`config.mk`:
```
export PLATFORM = sky130hd
export DESIGN_NAME = reg_operand_ctrl_flat
export DESIGN_NICKNAME = d
export VERILOG_FILES = /design/src/rtl/reg_operand_ctrl_if.sv /design/src/rtl/reg_operand_ctrl.sv /design/src/flat_wrapper.sv
export SDC_FILE = /design/constraint.sdc
export NUM_CORES = 1
export LEC_CHECK = 0
export BUFFER_PORTS_ARGS = -buffer_cell sky130_fd_sc_hd__buf_4
export CAP_MARGIN = 20
export CORE_AREA = 2 2 102 104
export DETAILED_ROUTE_END_ITERATION = 10
export DIE_AREA = 0 0 104 106
export PLACE_DENSITY_LB_ADDON = 0.12
export REMOVE_ABC_BUFFERS = 1
export SLEW_MARGIN = 20
export SYNTH_ARGS = -nofsm -noshare
export SYNTH_HDL_FRONTEND = slang
export SYNTH_SLANG_ARGS = --single-unit
```
`constraint.sdc`:
```
create_clock -name clk -period 4.2 [get_ports clk]
set_input_delay 0.21 -clock clk [delete_from_list [all_inputs] [get_ports clk]]
set_output_delay 0.21 -clock clk [all_outputs]
set_load 0.01 [all_outputs]
```
`src/rtl/reg_operand_ctrl_if.sv`:
```
// reg_operand_ctrl_if: instruction handshake plus register-file port bundle; master is the sequencer side.
interface reg_operand_ctrl_if;
  logic [31:0] INSTRUCTION;
  logic        instr_valid;
  logic        instr_ready;
  logic [2:0]  OUT1addr;
  logic [2:0]  OUT2addr;
  logic [7:0]  OUT1;
  logic [7:0]  OUT2;
  logic [7:0]  IN;
  logic [2:0]  INaddr;
  logic        WRITEEN;
  logic        busy;
  logic        done;
  logic        illegal;
  modport master (
    input  INSTRUCTION, instr_valid, OUT1, OUT2,
    output instr_ready, OUT1addr, OUT2addr, IN, INaddr, WRITEEN, busy, done, illegal
  );
  modport slave (
    output INSTRUCTION, instr_valid, OUT1, OUT2,
    input  instr_ready, OUT1addr, OUT2addr, IN, INaddr, WRITEEN, busy, done, illegal
  );
endinterface

```
`src/rtl/reg_operand_ctrl.sv`:
```
// reg_operand_ctrl: IDLE/READ/EXEC/WRITE sequencer driving an 8x8 register file.
// Define REG_OPERAND_FASTIMM_EN to send LOADI straight from accept to WRITE.
module reg_operand_ctrl (
  input logic clk,
  input logic RESET,
  reg_operand_ctrl_if.master bus
);
  typedef enum logic [1:0] {IDLE, READ, EXEC, WRITE} state_t;
  state_t state;
  logic [31:0] instr_q;
  logic [7:0] result_q, op, imm, alu;
  logic legal, unused_bits;
  assign op = instr_q[31:24];
  assign imm = instr_q[7:0];
  assign bus.OUT1addr = instr_q[10:8];
  assign bus.OUT2addr = instr_q[2:0];
  assign bus.INaddr = instr_q[18:16];
  assign bus.IN = result_q;
  assign unused_bits = ^{instr_q[23:19], instr_q[15:11]};
  assign legal = op < 8'd6;
  assign alu = op == 8'd0 ? imm :
               op == 8'd1 ? bus.OUT2 :
               op == 8'd2 ? bus.OUT1 + bus.OUT2 :
               op == 8'd3 ? bus.OUT1 - bus.OUT2 :
               op == 8'd4 ? bus.OUT1 & bus.OUT2 : bus.OUT1 | bus.OUT2;
  always_ff @(posedge clk) begin
    if (!RESET) begin
      state <= IDLE;
      instr_q <= '0;
      result_q <= '0;
      bus.instr_ready <= 1'b0;
      bus.busy <= 1'b0;
      bus.done <= 1'b0;
      bus.illegal <= 1'b0;
      bus.WRITEEN <= 1'b0;
    end else begin
      bus.done <= 1'b0;
      bus.WRITEEN <= 1'b0;
      case (state)
        IDLE: begin
          if (bus.instr_valid && bus.instr_ready) begin
            instr_q <= bus.INSTRUCTION;
            bus.illegal <= 1'b0;
            bus.instr_ready <= 1'b0;
            bus.busy <= 1'b1;
            state <= READ;
`ifdef REG_OPERAND_FASTIMM_EN
            if (bus.INSTRUCTION[31:24] == 8'h00) begin
              result_q <= bus.INSTRUCTION[7:0];
              bus.WRITEEN <= 1'b1;
              state <= WRITE;
            end
`endif
          end else begin
            bus.instr_ready <= 1'b1;
          end
        end
        READ: state <= EXEC;
        EXEC: begin
          if (legal) begin
            result_q <= alu;
            bus.WRITEEN <= 1'b1;
            state <= WRITE;
          end else begin
            bus.illegal <= 1'b1;
            bus.done <= 1'b1;
            bus.instr_ready <= 1'b1;
            bus.busy <= 1'b0;
            state <= IDLE;
          end
        end
        WRITE: begin
          bus.done <= 1'b1;
          bus.instr_ready <= 1'b1;
          bus.busy <= 1'b0;
          state <= IDLE;
        end
        default: state <= IDLE;
      endcase
    end
  end
endmodule

```
`src/flat_wrapper.sv`:
```
// flat-port wrapper written by rule: the top's interface ports become plain ports
module reg_operand_ctrl_flat 
  (clk, RESET, bus_INSTRUCTION, bus_instr_valid, bus_OUT1, bus_OUT2, bus_instr_ready, bus_OUT1addr, bus_OUT2addr, bus_IN, bus_INaddr, bus_WRITEEN, bus_busy, bus_done, bus_illegal);
  reg_operand_ctrl_if bus_i ();
  input logic clk;
  input logic RESET;
  input wire logic [$bits(bus_i.INSTRUCTION)-1:0] bus_INSTRUCTION;
  input wire logic [$bits(bus_i.instr_valid)-1:0] bus_instr_valid;
  input wire logic [$bits(bus_i.OUT1)-1:0] bus_OUT1;
  input wire logic [$bits(bus_i.OUT2)-1:0] bus_OUT2;
  output wire logic [$bits(bus_i.instr_ready)-1:0] bus_instr_ready;
  output wire logic [$bits(bus_i.OUT1addr)-1:0] bus_OUT1addr;
  output wire logic [$bits(bus_i.OUT2addr)-1:0] bus_OUT2addr;
  output wire logic [$bits(bus_i.IN)-1:0] bus_IN;
  output wire logic [$bits(bus_i.INaddr)-1:0] bus_INaddr;
  output wire logic [$bits(bus_i.WRITEEN)-1:0] bus_WRITEEN;
  output wire logic [$bits(bus_i.busy)-1:0] bus_busy;
  output wire logic [$bits(bus_i.done)-1:0] bus_done;
  output wire logic [$bits(bus_i.illegal)-1:0] bus_illegal;
  assign bus_i.INSTRUCTION = bus_INSTRUCTION;
  assign bus_i.instr_valid = bus_instr_valid;
  assign bus_i.OUT1 = bus_OUT1;
  assign bus_i.OUT2 = bus_OUT2;
  assign bus_instr_ready = bus_i.instr_ready;
  assign bus_OUT1addr = bus_i.OUT1addr;
  assign bus_OUT2addr = bus_i.OUT2addr;
  assign bus_IN = bus_i.IN;
  assign bus_INaddr = bus_i.INaddr;
  assign bus_WRITEEN = bus_i.WRITEEN;
  assign bus_busy = bus_i.busy;
  assign bus_done = bus_i.done;
  assign bus_illegal = bus_i.illegal;
  reg_operand_ctrl u_core (.clk(clk), .RESET(RESET), .bus(bus_i));
endmodule
```
# Word level (Yosys, flattened, before mapping)
# Index checks and enable logic that the tools add are counted.
[word_totals]
ff_bits = 47
input_bits = 51
out_inout_bits = 22
wordCells = 52
[op_classes]
n_addsub = 2
magnitude_cmp = 1
eq_ne = 9
muxes = 19
n_bitwise = 2
reduce_logical = 11
[op_table]
columns = ["operator", "count"]
rows = [
  ["two-way mux 8 bit", 5],
  ["== test 8 x 2 -> 1 bit, second input constant", 2],
  ["adder 8 bit", 1],
  ["AND 8 bit", 1],
  ["== test 8 x 1 -> 1 bit, second input constant", 1],
  ["== test 8 x 3 -> 1 bit, second input constant", 1],
  ["zero test 8 bit", 1],
  ["less-than comparator 8 x 3 -> 1 bit, second input constant", 1],
  ["bitwise OR 8 bit", 1],
  ["one-hot mux 2 bit (4 select lines)", 1],
  ["AND reduction 2 bit", 4],
  ["subtractor 8 bit", 1],
  ["two-way mux 1 bit", 7],
  ["one-hot mux 1 bit (3 select lines)", 2],
  ["AND reduction 3 bit", 2],
  ["== test 2 bit, second input constant", 2],
  ["two-way mux 2 bit", 2],
  ["one-hot mux 1 bit (2 select lines)", 2],
  ["nonzero test 3 bit", 1],
  ["== test 2 x 1 -> 1 bit, second input constant", 1],
  ["zero test 2 bit", 1],
  ["!= test 2 x 1 -> 1 bit, second input constant", 1],
  ["!= test 2 bit, second input constant", 1],
  ["nonzero test 2 bit", 1],
  ["logical AND 1 bit", 1],
]

# Depth between registers and ports, before layout
# Gate-level depths: netlist (run 1).
[depth]
word_depth = 6
ltp_mapped = 9
mapped_depth_nobuf = 9

# Least setup slack after synthesis (run 1)
# OpenSTA, ideal clock, no wires.
[synth_path]
kind = "flip-flop to flip-flop"
from = "register u_core.instr_q[31]"
to = "register u_core.result_q[0] (netlist: u_core.bus.IN[0])"
setup_time_ns = 0.122
t_arrival_ns = 1.702
t_required_ns = 4.078
setup_slack_ns = 2.376
path_stages_with_launch = 8
period_less_slack_ns = 1.824
cell_sequence = "dfxtp_1 > or3_1 > buf_2 > nor3_4 > nand2b_2 > a21oi_1 > a211oi_1 > o311a_1"
[synth_via]
elab_chain_cells = 6
[synth_rtl]
columns = ["element", "line", "source"]
rows = [
  ["start, declared", "reg_operand_ctrl.sv:10", "logic [31:0] instr_q;"],
  ["start signal, assigned", "reg_operand_ctrl.sv:42", "instr_q <= bus.INSTRUCTION;"],
  ["== test 8 x 3 -> 1 bit", "reg_operand_ctrl.sv:25", "op == 8'd4 ? bus.OUT1 & bus.OUT2 : bus.OUT1 | bus.OUT2;"],
  ["two-way mux 8 bit", "reg_operand_ctrl.sv:25", ""],
  ["two-way mux 8 bit", "reg_operand_ctrl.sv:24", "op == 8'd3 ? bus.OUT1 - bus.OUT2 :"],
  ["two-way mux 8 bit", "reg_operand_ctrl.sv:23", "op == 8'd2 ? bus.OUT1 + bus.OUT2 :"],
  ["two-way mux 8 bit", "reg_operand_ctrl.sv:22", "op == 8'd1 ? bus.OUT2 :"],
  ["two-way mux 8 bit", "reg_operand_ctrl.sv:21", "assign alu = op == 8'd0 ? imm :"],
  ["end signal, assigned", "reg_operand_ctrl.sv:61", "result_q <= alu;"],
  ["end, declared", "reg_operand_ctrl.sv:11", "logic [7:0] result_q, op, imm, alu;"],
]
# Several ways; a longest one is shown, not always the timed one.
# A chain may end at the register's enable or synchronous reset.

# Worst setup path in the final report (run 1)
[layout_path]
from = "register u_core.instr_q[25]"
to = "register u_core.result_q[3] (netlist: u_core.bus.IN[3])"
# The elaborated chain is that of the path after synthesis.

==> key figures, run 1 <==
Routing
  • Vias per cell: 5.05
  • DRC: 0
  • Post-DR wirelength/cell: 15.1 um
  • 1st-iter DRT viols: 159
  • Antenna Nets Post-Route: 0
  • Vias: 2799
  • Routed wire length: 8360 um
  • Drt pass-1 iters: 4

Synthesis
  • Post-synthesis sequential area ratio: 25.4%
  • Post-synth top area cell: dfxtp_1
  • Syn Inst Count: 381
  • Synth Warn #: 0
  • Post-synth top area share: 25.4%
  • EDFF count, synth: 0
  • FFs w/ async S/R, synth: 0%
  • Main flop type after synthesis: dfxtp_1
  • Synth top area cells: dfxtp_1, ha_1, nand2_1
  • Synth cell count leaders: nand2_1, dfxtp_1, a21boi_0, inv_1, ha_1
  • Synth Register Bits: 37
  • Post-synthesis area per instance: 7.65 um2
  • Most common cell in the synthesized netlist: nand2_1
  • Area of the mapped netlist: 2910 um2
  • Unique masters post-synth: 69

Clocking
  • Skew-Pair Late Insertion Delay: 290 ps
  • Clock buffer depth: 2
  • CTS Sinks: 37
  • Resized Gates After CTS: 0
  • Setup Buffers After CTS: 0
  • CTS H-Tree Depth: 2
  • Clk root buf: clkbuf_8
  • Clock buffer count from CTS: 5
  • TritonCTS clock tree: yes
  • Clock slew seen by the registers of the worst setup and hold paths: 80 ps
  • CTS Hold Bufs: 0

Worst setup path
  • Setup slack, reg-to-reg: 1690 ps
  • Worst Setup SP: u_core.instr_q[25]$_SDFFE_PN0P_
  • Crit start category: flip-flop
  • Cells on worst reg2reg path: 5
  • Cell family with most CP delay: simple AND/OR/NAND/NOR gates
  • WP buf/inv: 0
  • Worst Path Max Fanout: 21
  • Setup Crit Path Kind: flip-flop to flip-flop
  • Crit path capture: u_core.bus.IN[3]$_SDFFE_PN0P_
  • CP required: 4390 ps
  • Critical path arrival: 2710 ps
  • Worst reg2reg endpoint: u_core.bus.IN[3]$_SDFFE_PN0P_
  • Crit path depth: 5
  • Worst setup EP type: flip-flop
  • Max stage delay on crit path: 610 ps
  • Worst path slowest cell: and3_1
  • Worst-path cell chain: a211oi_1, and2_1, and3_1, o21ai_0, o221a_2
  • Reg2Reg Launch Point: u_core.instr_q[25]$_SDFFE_PN0P_

Floorplan
  • Die width: 104 um
  • Placement Rows: 37
  • Die Footprint: 11000 um2
  • Total I/O pin count: 73
  • Core Area: 10000 um2
  • Chip height: 106 um
  • Starting density of the core: 29.1%

Run status
  • Status: complete, no violations

Global route
  • Initial antenna violation count: 0
  • Largest net degree at the start of global routing: 38
  • Gr usage total: 15.7%
  • Vias in the first global route: 2661
  • First-pass GRT wire length: 13900 um
  • Total gr overflow: 0

Finish
  • Post-layout util: 34.7%
  • Final std cells w/o fill: 554
  • Antenna diodes: 0
  • Synthesis-to-finish area growth: 19.2%
  • NumNets Final: 495
  • Layout cells sized above 1: 20.8%
  • Final Cell Area: 3470 um2

STA
  • Final Slew Violations: 0
  • Slew @ Worst Pin: 955 ps
  • Count of final setup violators: 0
  • Setup TNS: 0 ps
  • Max Freq: 398 MHz
  • Worst Setup Slack, final: 1690 ps
  • Final Hold Fails: 0
  • Min Hold Slack: 170 ps
  • Minimum clock period: 2510 ps
  • Clock skew: 11.7 ps
  • Relative slew slack: 36.3%
  • Crit share post-route: 59.9%
  • Setup repair after global routing missed its margin: no

Place
  • Pre-CTS setup slack: 1710 ps
  • DP Area: 3390 um2
  • Port Buffers: 62
  • Placed Instances: 547
  • GP Congestion: 0.802
  • DP HPWL: 6200 um

Power
  • Pwr dens: 292 nW/um2
  • Total power: 1.01 mW
  • Static leakage: 1.48 nW
  • Peak supply drop: 141 uV

Min path
  • Worst hold-check path type: input port to flip-flop

Run
  • Max Cap Viol: 0
[worst reg2reg max path, stage by stage (launching register included)]
cell      delay (ps)
dfxtp_1          560
a211oi_1         440
and2_1           330
and3_1           610
o21ai_0          210
o221a_2          260
[placed cells by master, fill, tap and decap left out, types with 4 or more instances in the layout]
cell type   n
a21boi_0   26
o21ai_0    17
ha_1       24
nand2_1    65
dfxtp_1    37
a21o_1      6
nand4_1     4
nor3_1      4
clkbuf_8    6
nor2_1     16
a31oi_1    10
buf_4      64
a21oi_1    15
inv_1      26
a211oi_1    4
o211ai_1    5
nor2b_1     7
nand3_1    12
[worst min path at each step]
stage,cells past startpoint,start,slack (ps),to
3_5_place_dp,2,u_core.instr_q[3]$_SDFFE_PN0P_,460,u_core.instr_q[3]$_SDFFE_PN0P_
2_1_floorplan,2,RESET,330,u_core.bus.IN[6]$_SDFFE_PN0P_
5_1_grt,3,bus_INSTRUCTION[31],160,u_core.instr_q[31]$_SDFFE_PN0P_
6_report,3,bus_INSTRUCTION[0],170,u_core.instr_q[0]$_SDFFE_PN0P_
3_3_place_gp,2,u_core.instr_q[10]$_SDFFE_PN0P_,450,u_core.instr_q[10]$_SDFFE_PN0P_
4_1_cts,3,bus_INSTRUCTION[24],170,u_core.instr_q[24]$_SDFFE_PN0P_
[cell families after synthesis]
kind of cell | synth area share (%)
AOI/OAI and AO/OA | 28.9
adders and majority gates | 11.7
DFF | 25.4
and+or+nand+nor | 21.7
muxes | 1.42
xor gates and xnor gates | 1.20
buffers and inverters | 9.62
[sequential cells by signal (all words and copies together), names as in the netlist]
name	cells
u_core.bus.done	1
u_core.bus.busy	1
u_core.state	2
u_core.bus.instr_ready	1
u_core.instr_q	22
u_core.bus.IN	8
u_core.bus.WRITEEN	1
u_core.bus.illegal	1
[layout make-up]
class | instances | area, um2
well taps | 136 | 170
multi-input cells | 283 | 1890
clock buffers | 7 | 86.3
flip-flops and latches | 37 | 741
repair buffers | 64 | 480
fillers | 1107 | 6530
inverters | 27 | 101
[report_power, final]
group / total (mW) / leakage [nW] / switching, mW / internal [mW]
sequential: 0.402 / 0.301 / 0.0280 / 0.374
combinational: 0.356 / 1.13 / 0.204 / 0.151
clock: 0.256 / 0.0443 / 0.126 / 0.130
total: 1.01 / 1.48 / 0.358 / 0.656
[layer usage]
metal	vias to the layer above	GRT usage, %	wire length (um)
met5	-	0	0
li1	1404	-	-
met1	1303	22.2	4090
met3	9	2.15	409
met2	83	24.8	3750
met4	0	4.44	114
Note: power is estimated with default switching activity, not from simulation.
==> run 2: changes to the inputs <==
Clock period 4.2 ns to 2.3 ns, I/O delays scaled along.
==> key figures, run 2 (synthesis gave the netlist of run 1 again) <==
Finish
  • Commonest non-fill, non-tap cells in the layout: buf_4, nand2_1, dfxtp_1
  • Synthesis-to-finish area growth: 23.7%
  • Layout cells sized above 1: 23.3%
  • Fillcell total: 1123
  • Final std cells w/o fill: 566
  • Max FFs per register: 22
  • NumNets Final: 506
  • Final Cell Area: 3600 um2
  • Largest Register: u_core.instr_q
  • Leading cell type in the layout, fill and taps excluded: buf_4
  • Antenna diodes: 0

Global route
  • Gr usage total: 15.8%
  • Largest net degree at the start of global routing: 38
  • Vias in the first global route: 2817
  • Initial antenna violation count: 0
  • Total gr overflow: 0
  • First-pass GRT wire length: 14200 um

Clocking
  • Resized Gates After CTS: 0
  • CTS Sinks: 37
  • Clock buffer count from CTS: 5
  • Setup Buffers After CTS: 0
  • CTS Hold Bufs: 0
  • Clock buffer depth: 2
  • Clock slew seen by the registers of the worst setup and hold paths: 80 ps
  • Clk root buf: clkbuf_8
  • TritonCTS clock tree: yes
  • Skew-Pair Late Insertion Delay: 290 ps
  • CTS H-Tree Depth: 2

Min path
  • Hold depth: 3
  • Worst hold-check path type: input port to flip-flop

STA
  • Setup repair after global routing missed its margin: no
  • Minimum clock period: 2090 ps
  • Final Slew Violations: 0
  • Final Hold Fails: 0
  • Setup TNS: 0 ps
  • Crit share post-route: 90.7%
  • Count of final setup violators: 0
  • Relative slew slack: 68.4%
  • Clock skew: 5.41 ps
  • Slew @ Worst Pin: 474 ps
  • Max Freq: 479 MHz

Place
  • Placed Instances: 558
  • GP Congestion: 0.792
  • Port Buffers: 62
  • DP HPWL: 6550 um
  • DP Area: 3480 um2

Floorplan
  • Die Footprint: 11000 um2
  • Chip height: 106 um
  • Core Area: 10000 um2
  • Total I/O pin count: 73
  • Die width: 104 um
  • Placement Rows: 37
  • Starting density of the core: 29.1%

Routing
  • Post-DR wirelength/cell: 15.1 um
  • Vias per cell: 5.01
  • Drt pass-1 iters: 4
  • 1st-iter DRT viols: 154
  • Antenna Nets Post-Route: 0
  • Vias: 2833
  • DRC: 0
  • Routed wire length: 8560 um

Worst setup path
  • Cells on worst reg2reg path: 6
  • Crit start category: flip-flop
  • CP required: 2490 ps
  • Worst Path Max Fanout: 9
  • Critical path arrival: 2280 ps
  • Worst setup EP type: flip-flop
  • Setup Crit Path Kind: flip-flop to flip-flop

Power
  • Peak supply drop: 284 uV
  • Pwr dens: 562 nW/um2
  • Total power: 2.02 mW
  • Static leakage: 1.54 nW

Run
  • Max Cap Viol: 0

Run status
  • Status: complete, no violations
==> run 2: cell types whose count changed in the layout (fill, tap and decap cells not counted), sizes merged <==
cell	previous run	this run
buf	64	75
bufinv	0	1
clkbuf	7	6
clkinvlp	0	1
==> run 2: critical path: stages (launching register included) <==
cell	delay [ps]
dfxtp_1	330
or3_1	530
nor3_4	400
nand2b_2	150
o22ai_1	170
a211oi_1	70
o311a_1	330
==> run 2: area by class of cell <==
| type | instances | area [um2] | area share, % |
|---|---|---|---|
| inverters | 27 | 101 | 2.81 |
| clock inverters | 2 | 37.5 | 1.04 |
| clock buffers | 6 | 82.6 | 2.29 |
| multi-input cells | 283 | 1890 | 52.6 |
| flip-flops and latches | 37 | 741 | 20.6 |
| repair buffers | 75 | 576 | 16.0 |
| well taps | 136 | 170 | 4.72 |
==> run 2: routing by layer <==
| layer | vias to the layer above | track usage [%] | share of wire [%] | wire [um] |
|---|---|---|---|---|
| met5 | - | 0 | 0 | 0 |
| met4 | 0 | 3.76 | 1.1 | 92 |
| met3 | 7 | 2.15 | 4.1 | 354 |
| met2 | 71 | 27.0 | 46 | 3960 |
| met1 | 1325 | 21.2 | 49 | 4150 |
| li1 | 1430 | - | - | - |
==> run 2: final timing paths <==
check             slack [ps]                        endpoint                            start
setup reg to reg         210   u_core.bus.IN[0]$_SDFFE_PN0P_  u_core.instr_q[31]$_SDFFE_PN0P_
setup / recovery         210   u_core.bus.IN[0]$_SDFFE_PN0P_  u_core.instr_q[31]$_SDFFE_PN0P_
hold reg to reg          470  u_core.instr_q[5]$_SDFFE_PN0P_   u_core.instr_q[5]$_SDFFE_PN0P_
hold / removal            70  u_core.instr_q[2]$_SDFFE_PN0P_               bus_INSTRUCTION[2]
==> run 2: metrics by stage <==
stage / worst slack, ps / utilization (%) / hold slack [ps]
CTS: 228 / 36.0 / 62.6
finish: 213 / 36.0 / 71.3
global route: 84.7 / 36.0 / 68.7
global placement: 254 / 34.8 / 376
floorplan: 310 / - / 231
detailed placement: 231 / 34.8 / 387
==> run 2: where the power goes <==
part           total [mW]  internal, mW  switching [mW]
Combinational       0.698         0.307           0.391
Sequential          0.721         0.683          0.0378
Clock               0.605         0.353           0.252
Total                2.02          1.34           0.681
==> run 3: changes to the inputs <==
Settings changed: SLEW_MARGIN 20 to 5.
Clock period 2.3 ns to 2.6 ns, I/O delays scaled along.
==> key figures, run 3 (synthesis gave the netlist of run 1 again) <==
Routing
  • Vias per cell: 4.99
  • Met3 WL: 403 um
  • Highest routed layer: met4
  • Vias: 2806
  • Routed wire length: 8480 um
  • Post-Route M1 WL: 4160 um
  • DRC: 0
  • Met2 WL: 3840 um
  • Post-DR wirelength/cell: 15.1 um
  • 1st-iter DRT viols: 145
  • Drt pass-1 iters: 4
  • Antenna Nets Post-Route: 0

Clocking
  • CTS Sinks: 37
  • Resized Gates After CTS: 0
  • Clock buffer count from CTS: 5
  • CTS Hold Bufs: 0
  • Setup Buffers After CTS: 0
  • Clk root buf: clkbuf_8
  • TritonCTS clock tree: yes
  • Clock slew seen by the registers of the worst setup and hold paths: 80 ps
  • CTS H-Tree Depth: 2
  • Skew-Pair Late Insertion Delay: 290 ps
  • Clock buffer depth: 2

Worst setup path
  • CP required: 2780 ps
  • Worst Setup SP: u_core.instr_q[28]$_SDFFE_PN0P_
  • Setup Crit Path Kind: flip-flop to flip-flop
  • Worst Path Max Fanout: 15
  • Reg2Reg Launch Point: u_core.instr_q[28]$_SDFFE_PN0P_
  • Worst setup EP type: flip-flop
  • Crit start category: flip-flop
  • Cells on worst reg2reg path: 7
  • Critical path arrival: 2300 ps

Floorplan
  • Total I/O pin count: 73
  • Chip height: 106 um
  • Placement Rows: 37
  • Die width: 104 um
  • Core Area: 10000 um2
  • Starting density of the core: 29.1%
  • Die Footprint: 11000 um2

Min path
  • Hold Path Origin: bus_INSTRUCTION[26]
  • Hold depth: 3
  • Worst hold-check path type: input port to flip-flop

STA
  • Final Hold Fails: 0
  • Setup repair after global routing missed its margin: no
  • Relative slew slack: 54.6%
  • Min Hold Slack: 88.8 ps
  • Final Slew Violations: 0
  • Max Freq: 470 MHz
  • Crit share post-route: 81.8%
  • Count of final setup violators: 0
  • Slew @ Worst Pin: 678 ps
  • Setup TNS: 0 ps
  • Minimum clock period: 2130 ps
  • Clock skew: 10.7 ps

Global route
  • Vias in the first global route: 2753
  • Gr usage total: 15.5%
  • Total gr overflow: 0
  • First-pass GRT wire length: 13900 um
  • Largest net degree at the start of global routing: 38
  • Initial antenna violation count: 0

Finish
  • NumNets Final: 502
  • Synthesis-to-finish area growth: 21.0%
  • Commonest non-fill, non-tap cells in the layout: buf_4, nand2_1, dfxtp_1
  • Antenna diodes: 0
  • Max FFs per register: 22
  • Leading cell type in the layout, fill and taps excluded: buf_4
  • Largest Register: u_core.instr_q
  • Layout cells sized above 1: 22.5%
  • Post-layout util: 35.3%
  • Final std cells w/o fill: 562

Place
  • GP Congestion: 0.794
  • Port Buffers: 62
  • DP HPWL: 6380 um
  • Placed Instances: 554

Power
  • Static leakage: 1.51 nW
  • Total power: 1.65 mW
  • Pwr dens: 468 nW/um2
  • Flop pwr share: 38.8%
  • Power share of the combinational group: 36.4%
  • Switching Share: 36.5%
  • Clock group share of total power: 24.8%
  • Peak supply drop: 193 uV
  • P_sw: 0.602 mW
  • Pint: 1.05 mW

Run
  • Max Cap Viol: 0

Run status
  • Status: complete, no violations
run 3: cell types whose count changed in the layout (fill, tap and decap cells not counted):
cell and change:
clkinv_2 +2, bufinv_16 -1, buf_4 -3, clkbuf_8 -1, buf_12 -1
run 3: path summary, 6_finish.rpt:
kind / endpoint / slack, ps
setup / recovery: u_core.bus.IN[7]$_SDFFE_PN0P_ / 470
hold / removal: u_core.instr_q[26]$_SDFFE_PN0P_ / 90
setup reg to reg: u_core.bus.IN[7]$_SDFFE_PN0P_ / 470
hold reg to reg: u_core.instr_q[5]$_SDFFE_PN0P_ / 460
run 3: layout make-up:
cell class	instances	area (um2)
fillers	1146	6470
multi-input cells	283	1890
flip-flops and latches	37	741
repair buffers	71	533
well taps	136	170
inverters	27	101
clock buffers	5	68.8
clock inverters	3	17.5
run 3: per-stage QoR:
stage / area (um2) / setup WS (ps)
3_3_place_gp: 3440 / 531
3_5_place_dp: 3440 / 518
2_1_floorplan: 2730 / 610
4_1_cts: 3530 / 494
6_report: 3530 / 474
5_1_grt: 3530 / 317
run 3: worst max-delay path, cell delays in order (launching register included):
cell and delay, ps:
dfxtp_1 420, a211oi_1 430, and2_1 360, and3_1 220, buf_4 220, nand2_1 70
a31oi_1 190, a31oi_1 110
run 3: routing by layer:
metal  vias up  global-route usage (%)
met5         -                       0
met1      1316                    21.0
met3         5                    2.21
met2        69                    26.2
met4         0                    3.19
li1       1416                       -
run 3: power groups by stage:
stage / registers, mW / clock network (mW) / logic [mW]
floorplan: 0.664 / 0 / 0.347
global placement: 0.652 / 0 / 0.598
detailed placement: 0.653 / 0 / 0.598
CTS: 0.640 / 0.426 / 0.603
global route: 0.646 / 0.452 / 0.670
finish: 0.640 / 0.408 / 0.600
